`config.mk`:
```
export PLATFORM = sky130hd
export DESIGN_NAME = mem_port_arbiter_flat
export DESIGN_NICKNAME = d
export VERILOG_FILES = /design/src/rtl/mem_port_arbiter_if.sv /design/src/rtl/mem_port_arbiter.sv /design/src/flat_wrapper.sv
export SDC_FILE = /design/constraint.sdc
export NUM_CORES = 1
export LEC_CHECK = 0
export ABC_AREA = 1
export CAP_MARGIN = 40
export CORE_ASPECT_RATIO = 1.1
export CORE_MARGIN = 3
export CORE_UTILIZATION = 48
export CTS_BUF_LIST = sky130_fd_sc_hd__clkbuf_8
export DETAILED_ROUTE_END_ITERATION = 10
export MAX_ROUTING_LAYER = met4
export PLACE_DENSITY = 0.89
export SLEW_MARGIN = 20
export SYNTH_ARGS = -nofsm -noshare
export SYNTH_HDL_FRONTEND = slang
export SYNTH_SLANG_ARGS = --single-unit
```
`constraint.sdc`:
```
create_clock -name clk -period 4.1 [get_ports clk]
set_clock_uncertainty 0.1 [all_clocks]
set_input_delay 0.615 -clock clk [delete_from_list [all_inputs] [get_ports clk]]
set_output_delay 0.615 -clock clk [all_outputs]
set_load 0.1 [all_outputs]
```
`src/rtl/mem_port_arbiter_if.sv`:
```
// Memory-side bus of the IF/DM arbiter: one request channel toward the
// unified instruction/data memory and its acknowledge/read-data return.
interface mem_port_arbiter_if;
    logic        mem_req;
    logic        mem_we;
    logic [31:0] mem_addr;
    logic [3:0]  mem_be;
    logic [31:0] mem_wdata;
    logic        mem_ack;
    logic [31:0] mem_rdata;

    // The arbiter drives the request side of the bus.
    modport master (
        output mem_req,
        output mem_we,
        output mem_addr,
        output mem_be,
        output mem_wdata,
        input  mem_ack,
        input  mem_rdata
    );

    // The backing memory answers on the acknowledge side.
    modport slave (
        input  mem_req,
        input  mem_we,
        input  mem_addr,
        input  mem_be,
        input  mem_wdata,
        output mem_ack,
        output mem_rdata
    );
endinterface

```
`src/rtl/mem_port_arbiter.sv`:
```
// Single-port memory arbiter shared by the fetch stage (IF, word reads) and
// the memory stage (DM, byte/word loads and stores). One transaction at a
// time moves through IDLE -> ISSUE -> RESP. DM has priority, except that IF
// is forced through after STARVE_MAX consecutive DM grants made while IF was
// waiting. A memory cycle that is not acknowledged within TIMEOUT cycles
// completes with err=1 and zero read data.
module mem_port_arbiter #(
    parameter int STARVE_MAX = 4,   // 1..15
    parameter int TIMEOUT    = 16   // 1..255
) (
    input  logic        clk,
    input  logic        rst_n,
    input  logic        if_req,
    input  logic [31:0] if_addr,
    output logic [31:0] if_rdata,
    output logic        if_done,
    input  logic        dm_req,
    input  logic        dm_we,
    input  logic        dm_size,
    input  logic [31:0] dm_addr,
    input  logic [31:0] dm_wdata,
    output logic [31:0] dm_rdata,
    output logic        dm_done,
    output logic        err,
    output logic [1:0]  owner,
    mem_port_arbiter_if.master mem
);

    typedef enum logic [1:0] {S_IDLE, S_ISSUE, S_RESP} state_t;
    typedef enum logic [1:0] {OWN_NONE = 2'b00, OWN_IF = 2'b01, OWN_DM = 2'b10} owner_t;

    localparam logic [3:0] STARVE_W  = 4'(STARVE_MAX);
    localparam logic [7:0] TIMEOUT_W = 8'(TIMEOUT);

    state_t      state_q, state_d;
    owner_t      owner_q;
    logic [3:0]  starve_q;
    logic [7:0]  tmo_q;

    // Request fields latched at grant; requester inputs are free after that.
    logic        lat_we;
    logic        lat_byte_load;
    logic [1:0]  lat_lane;
    logic [31:0] lat_addr;
    logic [3:0]  lat_be;
    logic [31:0] lat_wdata;
    logic [31:0] rdata_q;
    logic        err_q;

    // Arbitration and completion conditions evaluated in the current cycle.
    logic        force_if;
    logic        pick_dm;
    logic        pick_if;
    logic        if_misaligned;
    logic        dm_misaligned;
    logic        req_misaligned;
    logic        timed_out;
    logic [7:0]  lane_byte;

    assign force_if       = if_req && (starve_q >= STARVE_W);
    assign pick_dm        = dm_req && !force_if;
    assign pick_if        = if_req && !pick_dm;
    assign if_misaligned  = (if_addr[1:0] != 2'b00);
    assign dm_misaligned  = dm_size && (dm_addr[1:0] != 2'b00);
    assign req_misaligned = pick_dm ? dm_misaligned : if_misaligned;
    assign timed_out      = (tmo_q == TIMEOUT_W - 8'd1);
    assign lane_byte      = mem.mem_rdata[{lat_lane, 3'b000} +: 8];

    // State register.
    always_ff @(posedge clk) begin
        // NOTE: non-blocking assignments keep every register sampling the
        // pre-edge values, so block ordering cannot change behaviour.
        if (!rst_n) state_q <= S_IDLE;
        else        state_q <= state_d;
    end

    // Next-state and output decode.
    always_comb begin
        // NOTE: every output gets a default first so no path leaves one
        // unassigned, which would otherwise infer a latch.
        state_d       = state_q;
        if_done       = 1'b0;
        if_rdata      = 32'h0;
        dm_done       = 1'b0;
        dm_rdata      = 32'h0;
        err           = 1'b0;
        owner         = owner_q;
        mem.mem_req   = 1'b0;
        mem.mem_we    = 1'b0;
        mem.mem_addr  = 32'h0;
        mem.mem_be    = 4'h0;
        mem.mem_wdata = 32'h0;
        case (state_q)
            S_IDLE: begin
                if (pick_dm || pick_if)
                    state_d = req_misaligned ? S_RESP : S_ISSUE;
            end
            S_ISSUE: begin
                mem.mem_req   = 1'b1;
                mem.mem_we    = lat_we;
                mem.mem_addr  = lat_addr;
                mem.mem_be    = lat_be;
                mem.mem_wdata = lat_wdata;
                if (mem.mem_ack || timed_out) state_d = S_RESP;
            end
            S_RESP: begin
                err = err_q;
                if (owner_q == OWN_IF) begin
                    if_done  = 1'b1;
                    if_rdata = rdata_q;
                end else begin
                    dm_done  = 1'b1;
                    dm_rdata = rdata_q;
                end
                state_d = S_IDLE;
            end
            default: state_d = S_IDLE;
        endcase
    end

    // Grant bookkeeping, request latching, timeout count and response capture.
    always_ff @(posedge clk) begin
        if (!rst_n) begin
            owner_q       <= OWN_NONE;
            starve_q      <= 4'd0;
            tmo_q         <= 8'd0;
            lat_we        <= 1'b0;
            lat_byte_load <= 1'b0;
            lat_lane      <= 2'b00;
            lat_addr      <= 32'h0;
            lat_be        <= 4'h0;
            lat_wdata     <= 32'h0;
            rdata_q       <= 32'h0;
            err_q         <= 1'b0;
        end else begin
            case (state_q)
                S_IDLE: begin
                    tmo_q   <= 8'd0;
                    rdata_q <= 32'h0;
                    if (pick_dm) begin
                        owner_q       <= OWN_DM;
                        if (if_req) starve_q <= starve_q + 4'd1;
                        lat_we        <= dm_we;
                        lat_byte_load <= !dm_size && !dm_we;
                        lat_lane      <= dm_addr[1:0];
                        lat_addr      <= {dm_addr[31:2], 2'b00};
                        lat_be        <= (dm_we && !dm_size) ? (4'b0001 << dm_addr[1:0]) : 4'hF;
                        lat_wdata     <= dm_size ? dm_wdata : {4{dm_wdata[7:0]}};
                        err_q         <= dm_misaligned;
                    end else if (pick_if) begin
                        owner_q       <= OWN_IF;
                        starve_q      <= 4'd0;
                        lat_we        <= 1'b0;
                        lat_byte_load <= 1'b0;
                        lat_lane      <= 2'b00;
                        lat_addr      <= {if_addr[31:2], 2'b00};
                        lat_be        <= 4'hF;
                        lat_wdata     <= 32'h0;
                        err_q         <= if_misaligned;
                    end
                end
                S_ISSUE: begin
                    if (mem.mem_ack) begin
                        rdata_q <= lat_byte_load ? {24'h0, lane_byte} : mem.mem_rdata;
                        err_q   <= 1'b0;
                    end else if (timed_out) begin
                        rdata_q <= 32'h0;
                        err_q   <= 1'b1;
                    end else begin
                        tmo_q   <= tmo_q + 8'd1;
                    end
                end
                S_RESP: owner_q <= OWN_NONE;
                default: owner_q <= OWN_NONE;
            endcase
        end
    end

endmodule

```
`src/flat_wrapper.sv`:
```
// flat-port wrapper written by rule: the top's interface ports become plain ports
module mem_port_arbiter_flat 
#(
    parameter int STARVE_MAX = 4,           
    parameter int TIMEOUT    = 16            
)
  (clk, rst_n, if_req, if_addr, if_rdata, if_done, dm_req, dm_we, dm_size, dm_addr, dm_wdata, dm_rdata, dm_done, err, owner, mem_mem_req, mem_mem_we, mem_mem_addr, mem_mem_be, mem_mem_wdata, mem_mem_ack, mem_mem_rdata);
  mem_port_arbiter_if mem_i ();
  input  logic clk;
  input  logic rst_n;
  input  logic if_req;
  input  logic [31:0] if_addr;
  output logic [31:0] if_rdata;
  output logic if_done;
  input  logic dm_req;
  input  logic dm_we;
  input  logic dm_size;
  input  logic [31:0] dm_addr;
  input  logic [31:0] dm_wdata;
  output logic [31:0] dm_rdata;
  output logic dm_done;
  output logic err;
  output logic [1:0] owner;
  output wire logic [$bits(mem_i.mem_req)-1:0] mem_mem_req;
  output wire logic [$bits(mem_i.mem_we)-1:0] mem_mem_we;
  output wire logic [$bits(mem_i.mem_addr)-1:0] mem_mem_addr;
  output wire logic [$bits(mem_i.mem_be)-1:0] mem_mem_be;
  output wire logic [$bits(mem_i.mem_wdata)-1:0] mem_mem_wdata;
  input wire logic [$bits(mem_i.mem_ack)-1:0] mem_mem_ack;
  input wire logic [$bits(mem_i.mem_rdata)-1:0] mem_mem_rdata;
  assign mem_mem_req = mem_i.mem_req;
  assign mem_mem_we = mem_i.mem_we;
  assign mem_mem_addr = mem_i.mem_addr;
  assign mem_mem_be = mem_i.mem_be;
  assign mem_mem_wdata = mem_i.mem_wdata;
  assign mem_i.mem_ack = mem_mem_ack;
  assign mem_i.mem_rdata = mem_mem_rdata;
  mem_port_arbiter #(.STARVE_MAX(STARVE_MAX), .TIMEOUT(TIMEOUT)) u_core (.clk(clk), .rst_n(rst_n), .if_req(if_req), .if_addr(if_addr), .if_rdata(if_rdata), .if_done(if_done), .dm_req(dm_req), .dm_we(dm_we), .dm_size(dm_size), .dm_addr(dm_addr), .dm_wdata(dm_wdata), .dm_rdata(dm_rdata), .dm_done(dm_done), .err(err), .owner(owner), .mem(mem_i));
endmodule
```
==> results.sh, run 1 <==
export IMPL_crit_path_top_delay_cell="dfxtp_1"
export IMPL_synthAdderAreaFrac_pct=0.3914
export IMPL_worst_path_buf_inv=3
export IMPL_cts_sinks=119
export IMPL_fin_cells=1476
export IMPL_cts_tree="done"
export IMPL_ys_seq_area_share_pct=37.26
export IMPL_wl_per_cell_um=13.54
export IMPL_insertion_delay_ps=430
export IMPL_pre_cts_ws_ps=1417
export IMPL_wl_um=19980
export IMPL_row_count=43
export IMPL_synthCells=1056
export IMPL_post_route_period_util_pct=76.11
export IMPL_cts_htree_levels=4
export IMPL_r2r_cells=9
export IMPL_dr_pass1_iters=5
export IMPL_coreArea_um2=12800
export IMPL_routabilityCongestion=0.8922
export IMPL_synthSimpleGateAreaFrac_pct=37.65
export IMPL_grt_pass1_wl_um=31090
export IMPL_syn_avg_cell_area_um2=6.055
export IMPL_reg2reg_from="u_core.state_q[0]"
export IMPL_grt_pass1_vias=6741
export IMPL_start_util_pct=49.93
export IMPL_nNetsFinal=1444
export IMPL_synth_top_family_by_area="simple AND/OR/NAND/NOR gates"
export IMPL_worstMarginPinSlew_ps=803.2
export IMPL_yosysWarningCount=0
export IMPL_cap_violations=0
export IMPL_setup_viol=0
export IMPL_start_kind="flip-flop"
export IMPL_ios=274
export IMPL_synth_seq_cells=119
export IMPL_holdPathStages=2
export IMPL_slew_limit_headroom_pct=46.29
export IMPL_synthXorXnorAreaFrac_pct=0.5479
export IMPL_post_cts_resized=0
export IMPL_dieArea_um2=14740
export IMPL_crit_required_ps=3380
export IMPL_hpwl_um=14650
export IMPL_vias=7150
export IMPL_end_kind="output pin"
export IMPL_min_from="u_core.starve_q[3]"
export IMPL_cts_buffer_depth=2
export IMPL_min_path_type="flip-flop to flip-flop"
export IMPL_r2r_end="u_core.lat_addr[21]"
export IMPL_grt_ovfl_total=0
export IMPL_cts_setup_buffers=0
export IMPL_layout_drive_gt1_share_pct=15.01
export IMPL_clk_pin_slew_ps=70
export IMPL_peakVddDrop_mv=0.2345
export IMPL_status="finished, final reports clean"
export IMPL_drt_initial_drc_count=609
export IMPL_syn_to_final_growth_pct=44.79
export IMPL_ant_nets=0
export IMPL_rrSetupSlack_ps=2070
export IMPL_cts_buffers_inserted=17
export IMPL_cts_root_buf="clkbuf_8"
export IMPL_path_max_fanout=19
export IMPL_synth_area_mux_share_pct=0
export IMPL_drc=0
export IMPL_period_minus_slack_ps=3121
export IMPL_dpl_cell_area_um2=8807
export IMPL_final_hold_viol_count=0
export IMPL_cp_arrival_ps=2410
export IMPL_cp_depth=6
export IMPL_multi_input_area_um2=3033
export IMPL_syn_area_um2=6394
export IMPL_crit_path_max_incr_delay_ps=500
export IMPL_die_w_um=116.0
export IMPL_dp_cells=1444
export IMPL_rsz0062_at_grt="no"
export IMPL_path_class="flip-flop to output pin"
export IMPL_yosysUniqueCellTypes=31
export IMPL_cp_cell_sequence="inv_2, nor2_2, nand2_1, buf_4, nor2_1, buf_4"
export IMPL_diodes=0
export IMPL_synth_compound_area_share_pct=8.689
export IMPL_fin_ws_ps=979.4
export IMPL_fp_dieH_um=127.0
export IMPL_powerDensity_nw_per_um2=344.0
export IMPL_hold_buffers=0
export IMPL_path_common_cell="buf_4"
export IMPL_globalRouteTotalUtil_pct=27.08
export IMPL_slew_violations=0
export IMPL_grt_max_degree=60
export IMPL_crit_family="buffers and inverters"
export IMPL_p_leak_nw=4.181
export IMPL_regArea_um2=2382
export IMPL_hold_path_end="u_core.starve_q[3]"
export IMPL_fin_area_um2=9258
export IMPL_nFillCells=1065
export IMPL_viasPerCell=4.844
export IMPL_fmax_ghz=0.3205
export IMPL_io_buffers=271
export IMPL_antenna_found_initial=0
## synthesized netlist by cell type, drive strengths merged
| cell type | number | area (um2) |
|---|---|---|
| clkbuf | 21 | 78.83 |
| a21oi | 83 | 415.4 |
| o21a | 1 | 7.510 |
| nor3 | 1 | 5.000 |
| o2111ai | 6 | 52.55 |
| nand4 | 4 | 25.02 |
| xor2 | 3 | 26.28 |
| o31ai | 1 | 7.510 |
| xnor2 | 1 | 8.760 |
| nand3 | 42 | 215.2 |
| dfxtp | 119 | 2382 |
| ha | 2 | 25.02 |
| o21ai | 10 | 65.06 |
| o21bai | 1 | 7.510 |
| conb | 1 | 3.750 |
| inv | 165 | 619.3 |
| clkinv | 1 | 3.750 |
| nand2 | 375 | 1423 |
| buf | 35 | 282.8 |
| nor2 | 184 | 739.4 |
## how the worst max path moves through the flow
stage | startpoint | endpoint | slack (ps)
finish | u_core.state_q[1] | if_rdata[16] | 980
global route | u_core.state_q[1] | if_rdata[16] | 810
CTS | u_core.state_q[1] | mem_mem_addr[8] | 930
detailed placement | u_core.state_q[1] | mem_mem_addr[8] | 1420
global placement | u_core.state_q[1] | err | 1380
floorplan | u_core.owner[1] | dm_rdata[10] | -240
## metrics by stage
stage / hold slack, ps / setup TNS [ps] / power [W] / util [%]
after floorplan: 318.3 / -7244 / 0.001796 / -
after global placement: 332.1 / 0 / 0.002015 / 67.92
after detailed placement: 347.0 / 0 / 0.002045 / 68.78
after CTS: 358.3 / 0 / 0.003202 / 72.14
after global routing: 373.8 / 0 / 0.003330 / 72.30
final: 354.7 / 0 / 0.003184 / 72.30
## tightest hold or removal path, cell delays in order (launching register included)
cell     delay (ps)
dfxtp_1         320
nand2_1          60
nor2_1           40
## registers in the layout, summed over array words and instances, names as in the netlist
signal                count
u_core.lat_wdata         32
u_core.rdata_q           32
u_core.lat_addr          30
u_core.tmo_q              8
u_core.lat_be             4
u_core.starve_q           4
u_core.lat_lane           2
u_core.owner              2
u_core.state_q            2
u_core.err_q              1
u_core.lat_byte_load      1
u_core.lat_we             1
## cell usage in the layout (no fill, tap or decap), types with 3 or more instances in the layout
master / n
o2111ai_1: 6
inv_1: 161
nor2_4: 3
buf_16: 4
dfxtp_1: 119
clkdlybuf4s50_1: 138
a21oi_1: 83
nand3_1: 41
nand4_1: 4
clkinv_2: 4
bufinv_16: 4
buf_4: 144
nor2_2: 4
clkbuf_8: 20
nor2_1: 176
nand2_1: 372
xor2_1: 3
o21ai_0: 7
inv_2: 6
## report_power, final
part	leakage [nW]	switching [W]	internal (W)
registers	0.971	0.0000425	0.00123
logic	2.98	0.000485	0.000273
clock network	0.227	0.000458	0.000699
total	4.18	0.000986	0.00220
## layer usage
metal  vias up  share of wire [%]  GRT usage (%)
met5         -                  0              -
met2       281                 49          45.89
met3        41                7.0          5.258
met1      3182                 41          30.85
met4         0                3.1          11.95
li1       3646                  -              -
## final cells by class
| cell class | instances | share of cell area, % |
|---|---|---|
| Timing Repair Buffer | 287 | 28.00 |
| Multi-Input combinational cell | 716 | 32.76 |
| Inverter | 166 | 6.731 |
| Clock inverter | 11 | 1.676 |
| Clock buffer | 20 | 2.973 |
| Sequential cell | 119 | 25.73 |
| Tap cell | 157 | 2.122 |
## cell families after synthesis
kind of cell             after synthesis
buffers and inverters                222
XOR/XNOR                               4
adder cells (fa/ha/maj)                2
AO/OA/AOI/OAI                        102
flip-flops                           119
AND/OR/NAND/NOR                      606
other                                  1
Note: power is estimated with default switching activity, not from simulation.
==> run 2, diff against run 1 <==
--- a/config.mk
+++ b/config.mk
@@ -9,11 +9,11 @@
 export CAP_MARGIN = 40
 export CORE_ASPECT_RATIO = 1.1
 export CORE_MARGIN = 3
-export CORE_UTILIZATION = 48
+export CORE_UTILIZATION = 40
 export CTS_BUF_LIST = sky130_fd_sc_hd__clkbuf_8
 export DETAILED_ROUTE_END_ITERATION = 10
 export MAX_ROUTING_LAYER = met4
-export PLACE_DENSITY = 0.89
+export PLACE_DENSITY = 0.79
 export SLEW_MARGIN = 20
 export SYNTH_ARGS = -nofsm -noshare
 export SYNTH_HDL_FRONTEND = slang
==> constraint.sdc (replaced) <==
create_clock -name clk -period 2.63 [get_ports clk]
set_clock_uncertainty 0.1 [all_clocks]
set_input_delay 0.3945 -clock clk [delete_from_list [all_inputs] [get_ports clk]]
set_output_delay 0.3945 -clock clk [all_outputs]
set_load 0.1 [all_outputs]
==> run 2 against run 1 <==
Count of clock-buffer cells in the layout increased by 4. Power increased by 52%. Utilization increased by 1.8 points. Highest routed layer unchanged.
==> results.sh, run 2 (synthesis gave the netlist of run 1 again) <==
export IMPL_io_buffers=271
export IMPL_drt_initial_drc_count=591
export IMPL_crit_family="buffers and inverters"
export IMPL_grt_pass1_vias=7137
export IMPL_diodes=0
export IMPL_cts_sinks=119
export IMPL_dieArea_um2=17540
export IMPL_cts_tree="done"
export IMPL_coreArea_um2=15350
export IMPL_path_class="flip-flop to output pin"
export IMPL_min_path_type="flip-flop to flip-flop"
export IMPL_drc=0
export IMPL_holdPathStages=2
export IMPL_r2r_cells=8
export IMPL_grt_max_degree=53
export IMPL_reg2reg_from="u_core.state_q[1]"
export IMPL_layout_drive_gt1_share_pct=20.36
export IMPL_globalRouteTotalUtil_pct=26.20
export IMPL_fp_dieH_um=138.6
export IMPL_cts_buffers_inserted=17
export IMPL_crit_path_max_incr_delay_ps=410
export IMPL_nNetsFinal=1443
export IMPL_slew_limit_headroom_pct=64.97
export IMPL_peakVddDrop_mv=0.3694
export IMPL_ios=274
export IMPL_grt_pass1_wl_um=35800
export IMPL_start_util_pct=41.66
export IMPL_post_route_period_util_pct=96.25
export IMPL_status="finished, final reports clean"
export IMPL_end_kind="output pin"
export IMPL_r2r_end="u_core.rdata_q[29]"
export IMPL_row_count=47
export IMPL_path_max_fanout=16
export IMPL_min_from="u_core.starve_q[3]"
export IMPL_worst_path_buf_inv=4
export IMPL_mostFrequentLayoutCells="371 x nand2_1, 160 x inv_1, 140 x buf_12"
export IMPL_fin_util_pct=74.09
export IMPL_die_w_um=126.5
export IMPL_start_kind="flip-flop"
export IMPL_slew_violations=0
export IMPL_routabilityCongestion=0.8853
export IMPL_cts_htree_levels=4
export IMPL_ant_nets=0
export IMPL_nFillCells=1137
export IMPL_multi_input_area_um2=3511
export IMPL_hold_path_end="u_core.starve_q[3]"
export IMPL_hpwl_um=17000
export IMPL_antenna_found_initial=0
export IMPL_viasPerCell=4.850
export IMPL_grt_ovfl_total=0
export IMPL_period_minus_slack_ps=2531
export IMPL_top_regs="u_core.lat_wdata: 32 flops, u_core.rdata_q: 32 flops, u_core.lat_addr: 30 flops"
export IMPL_crit_required_ps=2140
export IMPL_fmax_ghz=0.3950
export IMPL_final_hold_viol_count=0
export IMPL_wl_per_cell_um=14.96
export IMPL_clk_pin_slew_ps=70
export IMPL_cp_cell_sequence="inv_2, nor2_2, inv_1, nor2_4, clkinv_8, nor2_4, buf_12"
export IMPL_cts_root_buf="clkbuf_8"
export IMPL_powerDensity_nw_per_um2=424.7
export IMPL_regArea_um2=2389
export IMPL_cp_arrival_ps=2040
export IMPL_cap_violations=0
export IMPL_rrSetupSlack_ps=540
export IMPL_wl_um=22620
export IMPL_setup_viol=0
export IMPL_final_common_cell="nand2_1"
export IMPL_worstMarginPinSlew_ps=524.7
export IMPL_cts_buffer_depth=2
export IMPL_dr_pass1_iters=7
export IMPL_dpl_cell_area_um2=10970
export IMPL_path_common_cell="nor2_4"
export IMPL_p_leak_nw=4.526
export IMPL_fin_ws_ps=98.63
export IMPL_syn_to_final_growth_pct=77.87
export IMPL_fin_area_um2=11370
export IMPL_pre_cts_ws_ps=398.6
export IMPL_crit_path_top_delay_cell="dfxtp_2"
export IMPL_insertion_delay_ps=440
export IMPL_vias=7333
[run 2: changes by cell type in the layout (fill, tap and decap cells not counted), moves of 62 or more]
cell    delta
buf_12   +139
buf_4    -133
nor2_1    -64
nor2_4    +62
[run 2: worst register-to-register path: stages (launching register included)]
cell	delay (ps)
dfxtp_2	410
inv_2	110
nand2_2	370
buf_12	240
nor2_1	70
o21ai_2	130
nand2_4	280
nand2_1	160
a21oi_1	80
[run 2: worst max-delay path by stage]
stage / endpoint / slack (ps) / depth (start not counted) / startpoint
after floorplan: mem_mem_wdata[10] / -140 / 6 / u_core.state_q[1]
after global placement: u_core.lat_addr[23] / 450 / 9 / if_req
after detailed placement: u_core.lat_addr[19] / 400 / 10 / if_req
after CTS: dm_rdata[11] / 20 / 7 / u_core.state_q[1]
after global routing: dm_rdata[6] / -8 / 7 / u_core.state_q[1]
final: dm_rdata[11] / 100 / 7 / u_core.state_q[1]
[run 2: cell type report]
cell class	count	share of cell area [%]
Clock inverter	5	0.1980
Timing Repair Buffer	285	37.17
Sequential cell	119	21.00
Inverter	166	5.622
Tap cell	196	2.156
Multi-Input combinational cell	716	30.87
Timing Repair inverter	1	0.07702
Clock buffer	24	2.905
[run 2: what timing repair did]
item	CTS	global route
setup endpoints to repair	32	32
pin swaps	0	1
setup buffers	0	2
resized for setup	1	3
hold buffers	0	0
cloned	0	1
[run 2: layer usage]
layer	vias to the layer above	track usage (%)	part of all wire (%)
li1	3647	-	-
met1	3339	29.40	38
met2	302	43.84	50
met3	45	7.435	8.9
met4	0	10.45	2.8
met5	-	-	0
[run 2: through the flow]
| step | hold WS [ps] | power [W] | setup TNS, ps | instances |
|---|---|---|---|---|
| floorplan | 318.3 | 0.002851 | -4229 | 1057 |
| global placement | 334.4 | 0.003306 | 0 | 1480 |
| detailed placement | 333.5 | 0.003333 | 0 | 1480 |
| CTS | 343.6 | 0.004852 | 0 | 1509 |
| global route | 377.6 | 0.005065 | -20.26 | 1512 |
| finish | 345.0 | 0.004830 | 0 | 1512 |
[run 2: where the power goes]
part           leakage (nW)  internal, W  total (W)  switching (W)
sequential            0.972      0.00191    0.00198      0.0000681
combinational          3.36     0.000496    0.00133       0.000836
clock                 0.195     0.000801    0.00152       0.000715
total                  4.53      0.00321    0.00483        0.00162
